File: config.mk
export PLATFORM = sky130hd
export DESIGN_NAME = acc_wrapp
export DESIGN_NICKNAME = d
export VERILOG_FILES = /design/src/rtl/acc_wrapp.sv
export SDC_FILE = /design/constraint.sdc
export NUM_CORES = 1
export LEC_CHECK = 0
export CAP_MARGIN = 20
export CELL_PAD_IN_SITES_DETAIL_PLACEMENT = 1
export CELL_PAD_IN_SITES_GLOBAL_PLACEMENT = 2
export CORE_UTILIZATION = 38
export CTS_BUF_LIST = sky130_fd_sc_hd__clkbuf_16
export DETAILED_ROUTE_END_ITERATION = 6
export PLACE_DENSITY = 0.94
export SLEW_MARGIN = 25
export SYNTH_ARGS = -nofsm -noshare
export SYNTH_HDL_FRONTEND = slang
export SYNTH_SLANG_ARGS = --single-unit
File: constraint.sdc
create_clock -name clk -period 5.6 [get_ports clk]
set_clock_uncertainty 0.1 [all_clocks]
set_input_delay 1.12 -clock clk [delete_from_list [all_inputs] [get_ports clk]]
set_output_delay 1.12 -clock clk [all_outputs]
set_load 0.02 [all_outputs]
File: src/rtl/acc_wrapp.sv
// rtl/acc_wrapp.sv - packet accumulator closing the dot product after the multiplier
package acc_wrapp_pkg;

  localparam int PIPE_WORD_WDT = 16;
  localparam int PIPE_TYPE_WDT = 4;

  typedef enum logic [1:0] {
    FIXED_POINT_GENERIC = 2'd0,
    FIXED_POINT_INTEGER = 2'd1
  } arith_type_e;

  typedef struct packed {
    int int_wdt;
    int frac_wdt;
  } fxp_cfg_t;

  typedef struct packed {
    int          word_wdt;
    fxp_cfg_t    fxp_cfg;
    arith_type_e arith_type;
    logic        arith_satur;
  } arith_cfg_t;

  typedef struct packed {
    logic [PIPE_WORD_WDT-1:0] data_word;
    logic                     data_val;
    logic                     data_last;
    logic [PIPE_TYPE_WDT-1:0] data_type;
  } pipe_data_t;

  localparam arith_cfg_t ACC_ARITH_CFG_DEF = '{
    word_wdt:    PIPE_WORD_WDT,
    fxp_cfg:     '{int_wdt: 8, frac_wdt: 8},
    arith_type:  FIXED_POINT_GENERIC,
    arith_satur: 1'b1
  };

endpackage

module acc_wrapp
  import acc_wrapp_pkg::*;
#(
  parameter arith_cfg_t ACC_ARITH_CFG = ACC_ARITH_CFG_DEF,
  parameter int         ACC_GUARD_WDT = 8
) (
  input  logic       clk,
  input  logic       rst_n,
  input  logic       clk_en,
  input  pipe_data_t acc_op,
  output pipe_data_t acc_res,
  output logic       acc_type_err
);

  localparam int  W     = ACC_ARITH_CFG.word_wdt;
  localparam int  G     = ACC_GUARD_WDT;
  localparam int  AW    = W + G;
  localparam bit  SATUR = ACC_ARITH_CFG.arith_satur;

  typedef enum logic {
    IDLE  = 1'b0,
    ACCUM = 1'b1
  } state_e;

  state_e                   state_q, state_d;
  logic [AW-1:0]            acc_q, acc_d;
  logic [PIPE_TYPE_WDT-1:0] type_q, type_d;
  logic                     err_q, err_d;
  pipe_data_t               res_q, res_d;

  logic [AW-1:0]            beat_ext;
  logic [AW-1:0]            sum;

  // Add in AW+1 bits; on overflow either clamp to the AW-bit limits or keep the wrapped low bits.
  function automatic logic [AW-1:0] add_sat(input logic [AW-1:0] a, input logic [AW-1:0] b);
    logic [AW:0] s;
    s = {a[AW-1], a} + {b[AW-1], b};
    if (SATUR && (s[AW] != s[AW-1])) begin
      add_sat = s[AW] ? {1'b1, {(AW-1){1'b0}}} : {1'b0, {(AW-1){1'b1}}};
    end else begin
      add_sat = s[AW-1:0];
    end
  endfunction

  // Narrow the guarded accumulator back to W bits; the guard bits must all match the sign to fit.
  function automatic logic [W-1:0] out_clamp(input logic [AW-1:0] a);
    if (SATUR && (a[AW-1:W-1] != {(G+1){a[AW-1]}})) begin
      out_clamp = a[AW-1] ? {1'b1, {(W-1){1'b0}}} : {1'b0, {(W-1){1'b1}}};
    end else begin
      out_clamp = a[W-1:0];
    end
  endfunction

  assign beat_ext = {{G{acc_op.data_word[W-1]}}, acc_op.data_word[W-1:0]};
  assign sum      = add_sat(acc_q, beat_ext);

  // Next-state: packet FSM, running sum, captured type, sticky error and the result beat.
  always_comb begin
    state_d           = state_q;
    acc_d             = acc_q;
    type_d            = type_q;
    err_d             = err_q;
    res_d             = res_q;
    res_d.data_val    = 1'b0;
    res_d.data_last   = 1'b0;
    if (acc_op.data_val) begin
      case (state_q)
        IDLE: begin
          if (acc_op.data_last) begin
            res_d.data_word = out_clamp(beat_ext);
            res_d.data_val  = 1'b1;
            res_d.data_last = 1'b1;
            res_d.data_type = acc_op.data_type;
          end else begin
            acc_d   = beat_ext;
            type_d  = acc_op.data_type;
            state_d = ACCUM;
          end
        end
        ACCUM: begin
          if (acc_op.data_type != type_q) begin
            err_d = 1'b1;
          end
          if (acc_op.data_last) begin
            res_d.data_word = out_clamp(sum);
            res_d.data_val  = 1'b1;
            res_d.data_last = 1'b1;
            res_d.data_type = type_q;
            acc_d           = '0;
            state_d         = IDLE;
          end else begin
            acc_d = sum;
          end
        end
        default: state_d = IDLE;
      endcase
    end
  end

  // State registers; clk_en low freezes everything, including a pending result.
  always_ff @(posedge clk or negedge rst_n) begin
    if (!rst_n) begin
      state_q <= IDLE;
      acc_q   <= '0;
      type_q  <= '0;
      err_q   <= 1'b0;
      res_q   <= '0;
    end else if (clk_en) begin
      state_q <= state_d;
      acc_q   <= acc_d;
      type_q  <= type_d;
      err_q   <= err_d;
      res_q   <= res_d;
    end
  end

  assign acc_res      = res_q;
  assign acc_type_err = err_q;

endmodule

==> metrics.md <==
| Metric | Value |
|---|---|
| Critical Path End Type | `flop` |
| Post-DRT Antenna Nets | `0` |
| Gpl congestion | `just under 0.9` |
| CTS buffer count | `5` |
| DP Area | `4880 sq um` |
| IR drop worst, VDD | `0.222 mV` |
| Chip height | `around 110 um` |
| Synthesized Nets | `557` |
| Post-CTS Setup Bufs | `0` |
| Status | `completed` |
| Yosys cell types | `69` |
| Skew-Pair Late Insertion Delay | `0.29 ns` |
| Worst-Margin Slew | `0.930 ns` |
| Worst min-delay path class | `flop to flop` |
| Mapped Area | `4360 sq um` |
| Die X | `109 um` |
| Rel. slew slack | `about 38%` |
| Initial DRC Count | `280` |
| Post-layout util | `45.6%` |
| Clock Path Buffers | `2` |
| Clock sink count | `51` |
| Critical-path top delay cell | `clkdlybuf4s50_1` |
| LEAKAGE | `2.01 nW` |
| Num rows | `38` |
| Post-Syn Area per Cell | `8.61 sq um` |
| Layout Cells excl Fill | `a little under 700` |
| RSZ-0062 raised after global routing | `no` |
| Via/cell ratio | `between 6 and 7` |
| Cells along the critical path | `clkdlybuf4s50_1 > ha_1 > nand3_1 > a2111o_1 > or2_0 > o22ai_1 > nor2_1 > or4_1 > o22ai_2 > nand4_4 > o221ai_1` |
| P&R area growth vs syn | `15.3%` |
| Grt ovf | `0` |
| CP arrival | `5.13 ns` |
| Final instance area | `5030 sq um` |
| Nets | `588` |
| Initial Utilization | `39.6%` |
| Crit Path Max Fanout | `15` |
| Number of flops mapped to enable cells by yosys | `0` |
| Hold buffers post-CTS | `0` |
| Pwr/cell area | `524 nW/um^2` |
| Tightest hold margin | `0.374 ns` |
| Final setup vio count | `0` |
| Buf/Inv on CP | `1` |
| Post-cts resize count | `0` |
| # diodes | `0` |
| Clk slew on worst S/H paths | `0.07 ns` |
| Hpwl dp | `10.6 mm` |
| Min cycle time layout | `5.04 ns` |
| Routed wire length | `14.3 mm` |
| Vias in the first global route | `4456` |
| First-pass GRT wire length | `23.5 mm` |
| Initial antenna violation count | `0` |
| Crit path max-delay family | `simple AND/OR/NAND/NOR gates` |
| Final Slew Violations | `0` |
| Max-Cap Viols | `0` |
| WL met1 | `6.54 mm` |
| Synthesized flop and latch total | `51` |
| Post-synth ARST share | `100%` |
| Die area | `11900 sq um` |
| Fin crit share | `between 80% and 90%` |
| Synth Flop Type | `dfrtp_1` |
| CP required | `5.69 ns` |
| Root buffer cell | `clkbuf_16` |
| Max Used Layer | `met4` |
| Mapped Cells | `507` |
| DR WL/cell | `about 21 um` |
| Crit Path Class | `primary input to flop` |
| Max Clk Rate | `0.199 GHz` |
| Hold Fails Final Rpt | `0` |
| Top-level I/O count | `48` |
| TritonCTS clock tree | `built` |
| Critical Path Max Stage Delay | `0.73 ns` |
| H-tree levels | `2` |
| GR Util All Layers | `approximately 25%` |
| Placed cell count | `671` |
| DR WL met3 | `724 um` |
| Startpoint types | `primary input` |
| Met2 wire length | `6.93 mm` |
| Layout cells sized above 1 | `8.53%` |
| Post-route DRC | `0` |
| DR vias | `around 4300` |
| Sequential share of the synthesized area | `29.3%` |
| Setup TNS | `0 ns` |
| Synthesis Warnings | `0` |
| IO Port Bufs | `47` |
| Drt first pass iters | `5` |
| Core ar. | `11000 sq um` |
| Largest net degree at the start of global routing | `52` |
[cell usage in the layout (no fill, tap or decap), types with 6 or more instances in the layout]
cell             Yosys  final
o21a_1               6      6
clkdlybuf4s50_1      0     46
a21o_1              12     12
o221ai_1            18     18
nor3b_1             13     13
dfrtp_1             51     51
a21oi_1             61     61
xor2_1               6      6
buf_4                5      7
o21ai_0             34     34
o211ai_1            10     10
o211ai_2            13     13
inv_1               12     12
ha_1                24     24
nor2_1              30     30
and2_1               6      6
nand3_1              8      8
nor3_1              14     14
xnor2_1             12     12
nand2_1             47     47
a22oi_1             15     15
[path summary, 6_finish.rpt]
path | from | to | slack (ns) | depth (start not counted)
worst max-delay path | acc_op[21] | acc_res[11] | 0.56 | 11
worst min-delay path | acc_type_err | acc_type_err | 0.37 | 1
worst max register to register | acc_q[0] | acc_res[11] | 1.58 | 11
worst min register to register | acc_type_err | acc_type_err | 0.37 | 1
max in group asynchronous | rst_n | acc_q[22] | 4.09 | 2
min in group asynchronous | rst_n | acc_res[12] | 0.86 | 2
[per-layer routing]
metal	global-route usage (%)	vias up
li1	-	1998
met1	34.1	2146
met2	43.0	132
met3	3.23	16
met4	6.85	0
met5	0	-
[power by group]
part           total [mW]  internal (mW)  switching, mW
sequential          0.615          0.500          0.115
combinational        1.71          0.657           1.05
clock               0.309          0.165          0.144
total                2.63           1.32           1.31
[cell usage after synthesis (8+ instances only)]
library cell	number	area share, %
dfrtp_1	51	29
inv_1	12	1.0
a22oi_1	15	2.6
nand2_1	47	4.0
nor3b_1	13	2.2
o211ai_2	13	3.7
a21o_1	12	2.1
buf_2	8	0.92
o21ai_0	34	3.9
o221ai_1	18	3.6
nand3_1	8	0.92
clkbuf_1	14	1.2
a21oi_1	61	7.0
ha_1	24	6.9
xnor2_1	12	2.4
nor3_1	14	1.6
o211ai_1	10	1.7
nor2_1	30	2.6
[per-stage QoR]
stage / total power, mW / setup WS, ns
6_report: 2.63 / 0.563
5_1_grt: 2.83 / 0.339
4_1_cts: 2.63 / 0.580
3_5_place_dp: 2.30 / 0.287
3_3_place_gp: 2.24 / 0.469
2_1_floorplan: 1.81 / 1.44
[area by class of cell]
cell class | count | area (sq um)
Fill cell | 1322 | 6000
Multi-Input combinational cell | 413 | 2870
Sequential cell | 51 | 1280
Timing Repair Buffer | 54 | 518
Tap cell | 140 | 175
Clock buffer | 5 | 125
Inverter | 13 | 48.8
Clock inverter | 3 | 20.0
[worst reg2reg max path: stages, from the launching register on]
cell      delay, ns
dfrtp_1        0.40
ha_1           0.24
fa_1           0.44
a211oi_2       0.30
o211a_1        0.37
nor3_1         0.13
a311oi_4       0.38
o21ai_1        0.11
or4_1          0.50
o22ai_2        0.22
nand4_4        0.35
o221ai_1       0.37
[registers in the layout (all words and copies together) (netlist names)]
register / cells
acc_type_err: 1
type_q: 4
acc_q: 24
state_q: 1
acc_res: 21
[kinds of logic (layout without fill, tap and decap cells)]
group	Yosys count	after routing	synth area share, %
buf+inv	43	75	5.08
simple gates	145	145	17.3
mux	10	10	2.44
fa+ha+maj	25	25	7.34
flops	51	51	29.3
xor+xnor	18	18	3.61
compound gates	215	215	35.0
Power figures use the tool's default switching activity.
